==> src/rtl/cpu8_pkg.sv <==
// Shared constants and types for the 8-bit CPU program path and its UART loader.
// UART_PARITY_EN (when defined) selects an 8E1 frame in the loader.
package cpu8_pkg;

  localparam int DATA_W = 8;
  localparam int ADDR_W = 5;
  localparam int DEPTH  = 1 << ADDR_W;

  typedef enum logic [2:0] {
    OP_HLT = 3'b000,
    OP_LDA = 3'b001,
    OP_STA = 3'b010,
    OP_ADD = 3'b011,
    OP_SUB = 3'b100,
    OP_JMP = 3'b101,
    OP_JZ  = 3'b110,
    OP_OUT = 3'b111
  } opcode_t;

  typedef enum logic [2:0] {
    IDLE   = 3'd0,
    START  = 3'd1,
    DATA   = 3'd2,
    PARITY = 3'd3,
    STOP   = 3'd4,
    BREAK  = 3'd5
  } rx_state_t;

  // Opcode in the top bits, so an erased store halts the CPU.
  localparam logic [DATA_W-1:0] STORE_RESET = {OP_HLT, {(DATA_W-3){1'b0}}};

  function automatic logic even_parity_bit(input logic [DATA_W-1:0] d);
    return ^d;
  endfunction

endpackage

==> src/rtl/uart_program_loader_if.sv <==
// Loader <-> CPU/serial signal bundle. PE exists only when UART_PARITY_EN is defined.
// No handshake: RX is a free-running serial line, data_out is a combinational read of mem[PC].
interface uart_program_loader_if;
  import cpu8_pkg::*;

  logic              RX;
  logic              Load;
  logic [ADDR_W-1:0] PC;
  logic [DATA_W-1:0] data_out;
  logic              FE;
  logic [ADDR_W:0]   wr_count;
  logic              busy;
`ifdef UART_PARITY_EN
  logic              PE;

  modport master (output RX, Load, PC, input data_out, FE, wr_count, busy, PE);
  modport slave  (input RX, Load, PC, output data_out, FE, wr_count, busy, PE);
`else
  modport master (output RX, Load, PC, input data_out, FE, wr_count, busy);
  modport slave  (input RX, Load, PC, output data_out, FE, wr_count, busy);
`endif

endinterface

==> src/rtl/uart_program_loader_rx_core.sv <==
// UART receiver: RX synchronizer, frame FSM and bit/clock counters.
// UART_PARITY_EN adds an even-parity bit between DATA and STOP.
module uart_rx_core
  import cpu8_pkg::*;
#(
  parameter int CLKS_PER_BIT = 868
) (
  input  logic              clk,
  input  logic              rst,
  input  logic              rx,
  output logic [DATA_W-1:0] rx_byte,
  output logic              byte_ok,
  output logic              frame_err,
`ifdef UART_PARITY_EN
  output logic              par_err,
`endif
  output rx_state_t         state
);

  localparam int CW = $clog2(CLKS_PER_BIT);
  localparam logic [CW-1:0] FULL = CW'(CLKS_PER_BIT - 1);
  localparam logic [CW-1:0] HALF = CW'(CLKS_PER_BIT / 2 - 1);

  rx_state_t         state_d;
  logic              rx_q, rx_s, rx_s_q;
  logic [CW-1:0]     clk_cnt, clk_cnt_d;
  logic [2:0]        bit_idx, bit_idx_d;
  logic [DATA_W-1:0] shift, shift_d;
  logic              fall;
`ifdef UART_PARITY_EN
  logic              par_bad, par_bad_d;
`endif

  assign fall    = rx_s_q & ~rx_s;
  assign rx_byte = shift;

  always_ff @(posedge clk or posedge rst) begin
    if (rst) begin
      state   <= IDLE;
      rx_q    <= 1'b1;
      rx_s    <= 1'b1;
      rx_s_q  <= 1'b1;
      clk_cnt <= '0;
      bit_idx <= '0;
      shift   <= '0;
`ifdef UART_PARITY_EN
      par_bad <= 1'b0;
`endif
    end else begin
      state   <= state_d;
      rx_q    <= rx;
      rx_s    <= rx_q;
      rx_s_q  <= rx_s;
      clk_cnt <= clk_cnt_d;
      bit_idx <= bit_idx_d;
      shift   <= shift_d;
`ifdef UART_PARITY_EN
      par_bad <= par_bad_d;
`endif
    end
  end

  always_comb begin
    state_d   = state;
    clk_cnt_d = clk_cnt + 1'b1;
    bit_idx_d = bit_idx;
    shift_d   = shift;
    byte_ok   = 1'b0;
    frame_err = 1'b0;
`ifdef UART_PARITY_EN
    par_err   = 1'b0;
    par_bad_d = par_bad;
`endif
    case (state)
      IDLE: begin
        clk_cnt_d = '0;
        if (fall) begin
          state_d = START;
`ifdef UART_PARITY_EN
          par_bad_d = 1'b0;
`endif
        end
      end
      // A start bit that is high again at mid-bit was line noise.
      START: begin
        if (clk_cnt == HALF) begin
          clk_cnt_d = '0;
          bit_idx_d = '0;
          state_d   = rx_s ? IDLE : DATA;
        end
      end
      DATA: begin
        if (clk_cnt == FULL) begin
          clk_cnt_d = '0;
          shift_d   = {rx_s, shift[DATA_W-1:1]};
          bit_idx_d = bit_idx + 3'd1;
          if (bit_idx == 3'd7) begin
`ifdef UART_PARITY_EN
            state_d = PARITY;
`else
            state_d = STOP;
`endif
          end
        end
      end
`ifdef UART_PARITY_EN
      PARITY: begin
        if (clk_cnt == FULL) begin
          clk_cnt_d = '0;
          state_d   = STOP;
          if (rx_s != even_parity_bit(shift)) begin
            par_err   = 1'b1;
            par_bad_d = 1'b1;
          end
        end
      end
`endif
      STOP: begin
        if (clk_cnt == FULL) begin
          clk_cnt_d = '0;
          if (rx_s) begin
`ifdef UART_PARITY_EN
            byte_ok = ~par_bad;
`else
            byte_ok = 1'b1;
`endif
            state_d = IDLE;
          end else begin
            frame_err = 1'b1;
            state_d   = BREAK;
          end
        end
      end
      // Line held low past the stop bit: wait for idle so the break is not read as a start.
      BREAK: begin
        clk_cnt_d = '0;
        if (rx_s) state_d = IDLE;
      end
      default: state_d = IDLE;
    endcase
  end

endmodule

==> src/rtl/uart_program_loader.sv <==
// Serial program loader: UART bytes written to a 32x8 program store while Load is high.
// UART_PARITY_EN adds even-parity checking and the sticky PE flag.
module uart_program_loader
  import cpu8_pkg::*;
#(
  parameter int CLKS_PER_BIT = 868
) (
  input logic               Clk,
  input logic               Reset,
  uart_program_loader_if.slave bus
);

  logic [DATA_W-1:0] mem [DEPTH];
  logic [ADDR_W-1:0] wr_ptr;
  logic [ADDR_W:0]   wr_count;
  logic              load_q, load_rise, do_write;
  logic              fe;
  logic [DATA_W-1:0] rx_byte;
  logic              byte_ok, frame_err;
  rx_state_t         rx_state;
`ifdef UART_PARITY_EN
  logic              par_err, pe;
`endif

  uart_rx_core #(.CLKS_PER_BIT(CLKS_PER_BIT)) u_rx (
    .clk       (Clk),
    .rst       (Reset),
    .rx        (bus.RX),
    .rx_byte   (rx_byte),
    .byte_ok   (byte_ok),
    .frame_err (frame_err),
`ifdef UART_PARITY_EN
    .par_err   (par_err),
`endif
    .state     (rx_state)
  );

  // A Load rise restarts the program at address 0 and wins over a same-cycle write.
  assign load_rise = bus.Load & ~load_q;
  assign do_write  = byte_ok & bus.Load & ~load_rise;

  always_ff @(posedge Clk or posedge Reset) begin
    if (Reset) begin
      for (int i = 0; i < DEPTH; i++) mem[i] <= STORE_RESET;
      wr_ptr   <= '0;
      wr_count <= '0;
      load_q   <= 1'b0;
      fe       <= 1'b0;
`ifdef UART_PARITY_EN
      pe       <= 1'b0;
`endif
    end else begin
      load_q <= bus.Load;
      if (load_rise) begin
        wr_ptr   <= '0;
        wr_count <= '0;
        fe       <= 1'b0;
`ifdef UART_PARITY_EN
        pe       <= 1'b0;
`endif
      end else begin
        if (do_write) begin
          mem[wr_ptr] <= rx_byte;
          wr_ptr      <= wr_ptr + 1'b1;
          if (wr_count != (ADDR_W+1)'(DEPTH)) wr_count <= wr_count + 1'b1;
        end
        if (frame_err) fe <= 1'b1;
`ifdef UART_PARITY_EN
        if (par_err) pe <= 1'b1;
`endif
      end
    end
  end

  assign bus.data_out = mem[bus.PC];
  assign bus.FE       = fe;
  assign bus.wr_count = wr_count;
  assign bus.busy     = (rx_state != IDLE);
`ifdef UART_PARITY_EN
  assign bus.PE       = pe;
`endif

endmodule

==> src/flat_wrapper.sv <==
// flat-port wrapper written by rule: the top's interface ports become plain ports
module uart_program_loader_flat import cpu8_pkg::*;
#(
  parameter int CLKS_PER_BIT = 868
)
  (Clk, Reset, bus_RX, bus_Load, bus_PC, bus_data_out, bus_FE, bus_wr_count, bus_busy);
  uart_program_loader_if bus_i ();
  input logic Clk;
  input logic Reset;
  input wire logic [$bits(bus_i.RX)-1:0] bus_RX;
  input wire logic [$bits(bus_i.Load)-1:0] bus_Load;
  input wire logic [$bits(bus_i.PC)-1:0] bus_PC;
  output wire logic [$bits(bus_i.data_out)-1:0] bus_data_out;
  output wire logic [$bits(bus_i.FE)-1:0] bus_FE;
  output wire logic [$bits(bus_i.wr_count)-1:0] bus_wr_count;
  output wire logic [$bits(bus_i.busy)-1:0] bus_busy;
  assign bus_i.RX = bus_RX;
  assign bus_i.Load = bus_Load;
  assign bus_i.PC = bus_PC;
  assign bus_data_out = bus_i.data_out;
  assign bus_FE = bus_i.FE;
  assign bus_wr_count = bus_i.wr_count;
  assign bus_busy = bus_i.busy;
  uart_program_loader #(.CLKS_PER_BIT(CLKS_PER_BIT)) u_core (.Clk(Clk), .Reset(Reset), .bus(bus_i));
endmodule
==> config.mk <==
export PLATFORM = sky130hd
export DESIGN_NAME = uart_program_loader_flat
export DESIGN_NICKNAME = d
export VERILOG_FILES = /design/src/rtl/cpu8_pkg.sv /design/src/rtl/uart_program_loader_if.sv /design/src/rtl/uart_program_loader_rx_core.sv /design/src/rtl/uart_program_loader.sv /design/src/flat_wrapper.sv
export SDC_FILE = /design/constraint.sdc
export NUM_CORES = 1
export LEC_CHECK = 0
export ABC_AREA = 1
export CAP_MARGIN = 30
export CORE_ASPECT_RATIO = 1.4
export CORE_MARGIN = 5
export CORE_UTILIZATION = 50
export CTS_BUF_LIST = sky130_fd_sc_hd__clkbuf_4
export DETAILED_ROUTE_END_ITERATION = 8
export GPL_ROUTABILITY_DRIVEN = 0
export PLACE_DENSITY = 0.7
export SYNTH_ARGS = -nofsm -noshare
export SYNTH_HDL_FRONTEND = slang
export SYNTH_SLANG_ARGS = --single-unit
==> constraint.sdc <==
create_clock -name Clk -period 12.7 [get_ports Clk]
set_clock_uncertainty 0.2 [all_clocks]
set_input_delay 2.54 -clock Clk [delete_from_list [all_inputs] [get_ports Clk]]
set_output_delay 2.54 -clock Clk [all_outputs]
set_load 0.02 [all_outputs]
### After elaboration in Yosys (flattened, before gate mapping)

Cells that the tools add are included.

| word-level totals | value |
|---|---|
| input port bits | 9 |
| output and inout port bits | 16 |
| logic and storage cells | 121 |
| bits in registers | 296 |

| operators by class | value |
|---|---|
| multiplexer cells | 34 |
| add/sub/neg operators | 4 |
| equality and inequality tests | 14 |
| $lt $le $gt $ge | 3 |
| reductions and logical operators | 14 |
| bitwise operators | 9 |

Operators by type and width:

| cell | count |
|---|---|
| $bwmux W256 | 1 |
| $bmux W8 S5 | 1 |
| $demux W8 S5 | 1 |
| $pmux W10 S3 | 1 |
| $mux W3 | 9 |
| $mux W8 | 3 |
| $mux W10 | 2 |
| $mux W6 | 3 |
| $pmux W3 S5 | 1 |
| $ge A6 B6 Y1 const B | 2 |
| $ne A2 B2 Y1 const B | 6 |
| $not A5 Y6 | 2 |
| $add A10 B1 Y10 const B | 1 |
| $eq A10 B10 Y1 const B | 1 |
| $eq A10 B9 Y1 const B | 1 |
| $mux W5 | 2 |
| $eq A3 B3 Y1 const B | 3 |
| $mux W1 | 8 |
| $reduce_bool A2 Y1 | 4 |
| $add A6 B1 Y6 const B | 1 |
| $lt A6 B1 Y1 const B | 1 |
| $ne A6 B6 Y1 const B | 1 |
| $pmux W3 S2 | 1 |
| $reduce_and A2 Y1 | 3 |
| 13 further kinds | 19 |

### Longest topological paths before layout

Gate-level depths: netlist (run 1).

| logic depth | value |
|---|---|
| word-level depth | 7 |
| gate-level depth with buffers | 11 |
| gate-level depth less buffers | 9 |

### Cells and area by module

Synthesis (run 1) repeated with hierarchy kept, for this count alone.

| second synthesis, totals | value |
|---|---|
| cells, all modules | 1760 |
| area, all modules | 14087.3 sq um |

By module, submodules not included:

| module | cells an instance | area each (sq um) | sequential area each (sq um) | times used |
|---|---|---|---|---|
| uart_program_loader | 1577 | 12614.6 | 6731.5 | 1 |
| uart_rx_core | 183 | 1472.7 | 679.4 | 1 |

### Least setup slack after synthesis (run 1)

OpenSTA, ideal clock, no wires.

| timing | value |
|---|---|
| path kind | input -> output |
| from | input bus_PC[0] |
| to | output bus_data_out[1] |
| path buffers | 2 |
| arrival | 3.694 ns |
| path slack | 6.266 ns |
| stages on the path | 11 |
| cells stage by stage | inv_1 clkbuf_1 clkbuf_1 nand2_1 nand3_1 nand3_1 nand2_1 nand2_1 nand2_1 nand2_1 nand2_1 |

| on the way | value |
|---|---|
| cells in the longest elaborated chain, start to end | 4 |

RTL lines:

| element | RTL line | text |
|---|---|---|
| start: declaration | flat_wrapper.sv:12 | `input wire logic [$bits(bus_i.PC)-1:0] bus_PC;` |
| $not A5 Y6 (not written as such) | uart_program_loader.sv:75 | `assign bus.data_out = mem[bus.PC];` |
| $bmux W8 S5 | uart_program_loader.sv:75 |  |
| $mux W8 (not written as such) (2 in series) | uart_program_loader.sv:75 |  |
| end: declaration | flat_wrapper.sv:13 | `output wire logic [$bits(bus_i.data_out)-1:0] bus_data_out;` |

No other way between the ends. The select of a mux whose other input is x is not followed.

### Worst setup path after layout (run 1)

| timing | value |
|---|---|
| from | input bus_PC[0] |
| to | output bus_data_out[3] |

Same word-level chain as after synthesis.

==> results of run 1 <==
-- path summary, 6_finish.rpt --
kind / cells after the start / startpoint / to
worst max-delay path: 12 / bus_PC[0] / bus_data_out[3]
worst min-delay path: 0 / u_core.u_rx.rx_q / u_core.u_rx.rx_s
worst max register to register: 6 / u_core.wr_ptr[0] / u_core.mem[192]
worst min register to register: 0 / u_core.u_rx.rx_q / u_core.u_rx.rx_s
max in group asynchronous: 4 / Reset / u_core.mem[152]
min in group asynchronous: 2 / Reset / u_core.mem[225]
-- cell usage after synthesis (2+ instances only) --
master / number
nor2_1: 36
buf_1: 23
clkbuf_1: 75
nand3b_1: 2
inv_2: 4
nor3_4: 2
inv_1: 47
xor2_1: 3
nor2_2: 3
buf_4: 11
nand2_1: 932
ha_1: 10
xnor2_1: 2
buf_2: 32
or2_2: 3
dfstp_2: 3
dfrtp_1: 293
nor2_4: 4
nand4_1: 10
buf_6: 6
nor3_1: 2
a21oi_1: 10
nand4_2: 26
nand4_4: 2
clkinv_1: 2
nor3_2: 5
nand3_1: 458
o21ai_0: 19
-- per-stage QoR --
| stage | cells | hold slack [ns] |
|---|---|---|
| after detailed placement | 2322 | 0.147 |
| final | 2446 | 0.160 |
| after floorplan | 2032 | 0.145 |
| after CTS | 2445 | 0.162 |
| after global routing | 2446 | 0.166 |
| after global placement | 2319 | 0.148 |
-- placed cells by master, fill, tap and decap left out, types with 5 or more instances in the layout --
cell and instances:
inv_2 6, clkdlybuf4s50_1 22, o21ai_0 19, nor2_4 5
dfrtp_1 292, nor2_1 35, buf_4 26, nand4_2 26
a21oi_1 10, nand3_1 458, nor3_4 7, inv_1 45
nand4_1 10, clkbuf_4 107, clkinv_1 13, ha_1 10
nand2_1 932
-- per-layer routing --
layer | routed length [microns] | up-vias | track usage (%)
met5 | 0 | - | 0
met4 | 2220 | 0 | 14.1
met3 | 3490 | 141 | 4.93
met2 | 22200 | 643 | 44.2
met1 | 18100 | 6706 | 35.3
li1 | - | 6559 | -
-- cell type report --
class                   instances  area (sq um)
well taps                     385           482
clock buffers                 107           803
inverters                      53           208
repair buffers                 53           515
multi-input cells            1535          6940
fillers                      2872         13500
flip-flops and latches        296          7410
clock inverters                16           139
diodes                          1          2.50
-- cell families (layout without fill, tap and decap cells) --
family                   Yosys count  in the layout  share of synthesized area (%)
other                              0              1                              0
adder cells (fa/ha/maj)           10             10                          0.823
AND/OR/NAND/NOR                 1486           1486                           43.1
AO/OA/AOI/OAI                     34             34                           1.19
flip-flops                       296            296                           48.8
buffers and inverters            201            229                           5.80
XOR/XNOR                           5              5                          0.288
-- power groups by stage --
stage / Clock [mW] / Combinational (mW) / Sequential (mW)
2_1_floorplan: 0 / 0.120 / 0.987
3_3_place_gp: 0 / 0.180 / 0.985
3_5_place_dp: 0 / 0.185 / 0.985
4_1_cts: 0.852 / 0.186 / 0.968
5_1_grt: 0.904 / 0.208 / 0.969
6_report: 0.836 / 0.185 / 0.968
-- sequential cells by signal (all words and copies together) (netlist names) --
| signal | count |
|---|---|
| u_core.u_rx.rx_s_q | 1 |
| u_core.bus.FE | 1 |
| u_core.u_rx.rx_byte | 8 |
| u_core.u_rx.rx_q | 1 |
| u_core.mem | 256 |
| u_core.u_rx.clk_cnt | 10 |
| u_core.u_rx.state | 3 |
| u_core.load_q | 1 |
| u_core.bus.wr_count | 6 |
| u_core.u_rx.bit_idx | 3 |
| u_core.wr_ptr | 5 |
| u_core.u_rx.rx_s | 1 |
==> summary.md, run 1 <==
| Metric | Value |
|---|---|
| Initial antenna violation count | 1 |
| P_sw | 0.535 mW |
| R2R setup slack | 9.46 ns |
| First-pass GRT wire length | 74.8 mm |
| Root buffer cell | clkbuf_4 |
| CTS resizes | 0 |
| Tcrit/Tclk final | 68.7% |
| Post-synth EDFFs | 0 |
| DRC | 0 |
| Die width | 157 microns |
| Net count after synthesis | 2,051 |
| Ys flop type | dfrtp_1 |
| Number of top-level pins | 25 |
| Min cycle time layout | 8.72 ns |
| Library cells used by synthesis | 35 |
| Starting Density | 50.6% |
| Outcome | finished clean |
| 1st-pass router iterations | 7 |
| RSZ-0062 raised after global routing | no |
| Actual slew at the worst max-slew pin | 0.954 ns |
| Power per standard cell area | 121 mW/mm^2 |
| Nets | 2,035 |
| CTS H-tree depth | 3 |
| Syn-to-layout area delta | 8.60% |
| IO buf count | 24 |
| WS Path Type | in2out |
| Mapped Area | 0.0152 sq mm |
| Final Max Tran Viols | 0 |
| TritonCTS Buffers | 77 |
| Mapped Avg Cell Area | 7.48 sq um |
| Setup ws final | 3.98 ns |
| Cell count after synthesis | 2,032 |
| Setup WS pre-CTS | 4.09 ns |
| Logic pwr share | 9.3% |
| Clock transition at the registers of the reported paths | 0.06 ns |
| Critical Path RT | 9.96 ns |
| Yosys top cell by area | dfrtp_1 |
| CP dominant cell by count | nand2_1 |
| Max-cap violation count | 0 |
| Post-route ant nets | 0 |
| Endpoints failing setup | 0 |
| Largest net degree at the start of global routing | 147 |
| Layout Utilization | 55.0% |
| Slowest CP cell | clkinv_2 |
| CP top delay family | buffers and inverters |
| Die area | 0.0340 sq mm |
| Worst-skew pair later-pin latency | 0.73 ns |
| Max stage delay on crit path | 0.74 ns |
| Power Internal | 1.45 mW |
| Pleak | 8.83 nW |
| Ys async rst share | 100% |
| Wire length per cell | 18.8 microns |
| Post-CTS Setup Bufs | 0 |
| Setup crit end kind | output pin |
| Max Clk Rate | 115 MHz |
| Ranking of synthesized cells by area | dfrtp_1, nand2_1, nand3_1 |
| Vias in the first global route | 13,914 |
| Die Ht | 216 microns |
| Final Instance Area | 0.0165 sq mm |
| Overall routed net length | 46.1 mm |
| Tot GR Track Use | 27.4% |
| Core ar. | 0.0300 sq mm |
| CTS Sinks | 296 |
| CTS tree | yes |
| Setup_tns | 0 ns |
| Register area share after synthesis | 48.8% |
| Worst path cell trace | buf_4 -> clkinv_2 -> buf_4 -> nand2_1 -> nand3_1 -> nand3_1 -> nand2_1 -> nand2_1 -> nand2_1 -> nand2_1 -> nand2_1 -> clkdlybuf4s50_1 |
| Cell Area, Placed | 0.0156 sq mm |
| Slew headroom | 36.4% |
| Clock buffer depth | 3 |
| Synth top area share | 48.2% |
| Clock power frac | 42.0% |
| Post-CTS Hold Fix Bufs | 0 |
| Switching share of power | 26.9% |
| Layout cells sized above 1 | 9.71% |
| Via density | 5.74 |
| Starting DRT DRC Count | 1,462 |
| Final Hold Vio Count | 0 |
| Via count | 14,049 |
| Grt ovf | 0 |
| Worst path arrival time | 5.98 ns |
| Power, Total | 1.99 mW |
| YS warnings | 0 |
| Max VDD drop | 0.0866 mV |
| Startpoint Class | input port |
| Core Rows | 75 |
| Yosys reg bits | 296 |
| DP HPWL | 26.8 mm |
| Crit path max fanout | 83 |
| Crit path buf inv count | 4 |
| Worst Hold Class | reg2reg |
| Seq pwr share | 48.7% |
(Power assumes the default switching activity.)
==> run 2: changes to the inputs <==
--- a/config.mk
+++ b/config.mk
@@ -13,7 +13,7 @@
 export CTS_BUF_LIST = sky130_fd_sc_hd__clkbuf_4
 export DETAILED_ROUTE_END_ITERATION = 8
 export GPL_ROUTABILITY_DRIVEN = 0
-export PLACE_DENSITY = 0.7
+export PLACE_DENSITY = 0.73
 export SYNTH_ARGS = -nofsm -noshare
 export SYNTH_HDL_FRONTEND = slang
 export SYNTH_SLANG_ARGS = --single-unit
==> constraint.sdc (replaced) <==
create_clock -name Clk -period 7.68 [get_ports Clk]
set_clock_uncertainty 0.2 [all_clocks]
set_input_delay 1.536 -clock Clk [delete_from_list [all_inputs] [get_ports Clk]]
set_output_delay 1.536 -clock Clk [all_outputs]
set_load 0.02 [all_outputs]
==> run 2 against run 1 <==
  * Utilization about the same
  * Power rose by 62%
  * Sequential share of layout area hardly changed
  * Routed wire length shrank 5.1%
  * Sequential power grew 65%
  * Largest cell class unchanged
==> summary.md, run 2 (synthesis gave the netlist of run 1 again) <==
| Metric | Value |
|---|---|
| Wire length per cell | 17.8 microns (-5.5%) |
| Die area | 0.0340 sq mm (unchanged) |
| WS Path Type | in2out |
| Min cycle time layout | 6.26 ns |
| Crit path buf inv count | 5 (+1) |
| Largest register FFs | 256 (unchanged) |
| Vias in the first global route | 13,870 (-0.32%) |
| Endpoints failing setup | 0 (unchanged) |
| Worst-skew pair later-pin latency | 0.75 ns (+0.02 ns) |
| Critical Path RT | 5.94 ns (-4.02 ns) |
| CTS tree | yes |
| Layout cells sized above 1 | 10.1% (+0.39 points) |
| Starting Density | 50.6% (unchanged) |
| Root buffer cell | clkbuf_4 |
| RSZ-0062 raised after global routing | no |
| Most frequent cells in the layout | nand2_1, nand3_1, dfrtp_1 |
| Slew headroom | 33.3% (-3.2 points) |
| 1st-pass router iterations | 8 (+1) |
| Startpoint Class | input port |
| Max VDD drop | 0.139 mV (+60%) |
| Final Hold Vio Count | 0 (unchanged) |
| Max stage delay on crit path | 0.64 ns (-0.10 ns) |
| Final Max Tran Viols | 0 (unchanged) |
| Crit path max fanout | 33 (-60%) |
| Largest net degree at the start of global routing | 73 (-50%) |
| Grt ovf | 0 (unchanged) |
| Slowest CP cell | clkdlybuf4s50_1 |
| Post-CTS Setup Bufs | 0 (unchanged) |
| Overall routed net length | 43.7 mm (-5.1%) |
| CTS resizes | 0 (unchanged) |
| CTS Sinks | 296 (unchanged) |
| Setup_tns | 0 ns (unchanged) |
| Actual slew at the worst max-slew pin | 1.00 ns (+0.0473 ns) |
| Clock buffer depth | 3 (unchanged) |
| CP dominant cell by count | nand2_1 |
| Tcrit/Tclk final | 81.5% |
| Starting DRT DRC Count | 1,620 (+11%) |
| Via density | 5.66 (-1.4%) |
| Die width | 157 microns (unchanged) |
| Inst Count DP | 2,327 (+0.22%) |
| CP top delay family | buffers and inverters |
| Nets | 2,041 (+0.29%) |
| Max Clk Rate | 160 MHz |
| Via count | 13,919 (-0.93%) |
| Worst Hold Class | reg2reg |
| Die Ht | 216 microns (unchanged) |
| TritonCTS Buffers | 77 (unchanged) |
| Number of top-level pins | 25 (unchanged) |
| Layout Cells excl Fill | 2,458 (+0.49%) |
| Post-CTS Hold Fix Bufs | 0 (unchanged) |
| DRC | 0 (unchanged) |
| Worst path arrival time | 4.52 ns (-1.46 ns) |
| Worst path cell trace | clkdlybuf4s50_1 -> buf_4 -> inv_1 -> buf_4 -> nand3_1 -> nand2_1 -> nand2_1 -> nand2_1 -> nand2_1 -> nand2_1 -> clkdlybuf4s50_1 |
| IO buf count | 24 (unchanged) |
| Power per standard cell area | 196 mW/mm^2 (+62%) |
| Syn-to-layout area delta | 8.65% (about the same) |
| Post-route ant nets | 0 (unchanged) |
| DP HPWL | 25.6 mm (-4.4%) |
| Commonest non-fill, non-tap cell in the layout | nand2_1 |
| First-pass GRT wire length | 72.0 mm (-3.7%) |
| CTS H-tree depth | 3 (unchanged) |
| Tot GR Track Use | 26.2% (-1.2 points) |
| Setup crit end kind | output pin |
| Max-cap violation count | 0 (unchanged) |
| Pleak | 8.84 nW (+0.14%) |
| Clock transition at the registers of the reported paths | 0.06 ns (about the same) |
| Core ar. | 0.0300 sq mm (unchanged) |
| Largest Register | u_core.mem |
| Core Rows | 75 (unchanged) |
| Outcome | finished clean |
| Initial antenna violation count | 2 (+1) |
-- run 2: cell types whose count changed in the layout (fill, tap and decap cells not counted), sizes merged --
| cell | before | now |
|---|---|---|
| diode | 1 | 4 |
| clkinv | 14 | 15 |
| clkbuf | 107 | 110 |
| clkinvlp | 0 | 1 |
| buf | 31 | 37 |
| bufinv | 3 | 1 |
-- run 2: area by class of cell --
class / instances / area (sq um)
fillers: 2888 / 13500
flip-flops and latches: 296 / 7410
multi-input cells: 1535 / 6940
clock buffers: 110 / 826
repair buffers: 59 / 548
well taps: 385 / 482
inverters: 53 / 204
clock inverters: 16 / 87.6
diodes: 4 / 10.0
-- run 2: power by group --
group | internal, mW | switching [mW] | total [mW]
Sequential | 1.58 | 0.0240 | 1.60
Combinational | 0.0917 | 0.215 | 0.307
Clock | 0.685 | 0.636 | 1.32
-- run 2: worst paths after layout --
| kind | start | endpoint | slack, ns | cells after the start |
|---|---|---|---|---|
| hold reg to reg | u_core.u_rx.rx_q | u_core.u_rx.rx_s | 0.15 | 0 |
| setup reg to reg | u_core.wr_ptr[0] | u_core.mem[66] | 4.67 | 6 |
| max in group asynchronous | Reset | u_core.mem[208] | 5.16 | 3 |
| setup / recovery | bus_PC[2] | bus_data_out[0] | 1.42 | 11 |
| hold / removal | u_core.u_rx.rx_q | u_core.u_rx.rx_s | 0.15 | 0 |
| min in group asynchronous | Reset | u_core.mem[121] | 0.89 | 2 |
-- run 2: worst register-to-register path, stage by stage, from the launching register on --
cell     delay (ns)
dfrtp_1        0.43
ha_1           0.69
inv_1          0.22
nor2_4         0.62
buf_4          0.52
nand3_1        0.16
nand2_1        0.10
-- run 2: per-layer routing --
metal | share of wire, % | wire length [microns] | track usage (%) | vias up
met1 | 39 | 17000 | 33.9 | 6515
met4 | 4.0 | 1740 | 12.9 | 0
met5 | 0 | 0 | 0 | -
met2 | 48 | 21200 | 42.2 | 702
met3 | 8.7 | 3810 | 5.05 | 127
li1 | - | - | - | 6575
-- run 2: stage by stage --
stage,instance area (sq um),worst slack (ns),hold WS [ns],util (%),total power [mW]
2_1_floorplan,15200,2.02,0.145,-,1.83
3_3_place_gp,15500,1.46,0.146,51.7,1.93
3_5_place_dp,15600,1.44,0.147,51.8,1.94
4_1_cts,16500,1.46,0.156,54.9,3.27
5_1_grt,16500,1.35,0.160,55.0,3.39
6_report,16500,1.42,0.154,55.0,3.23
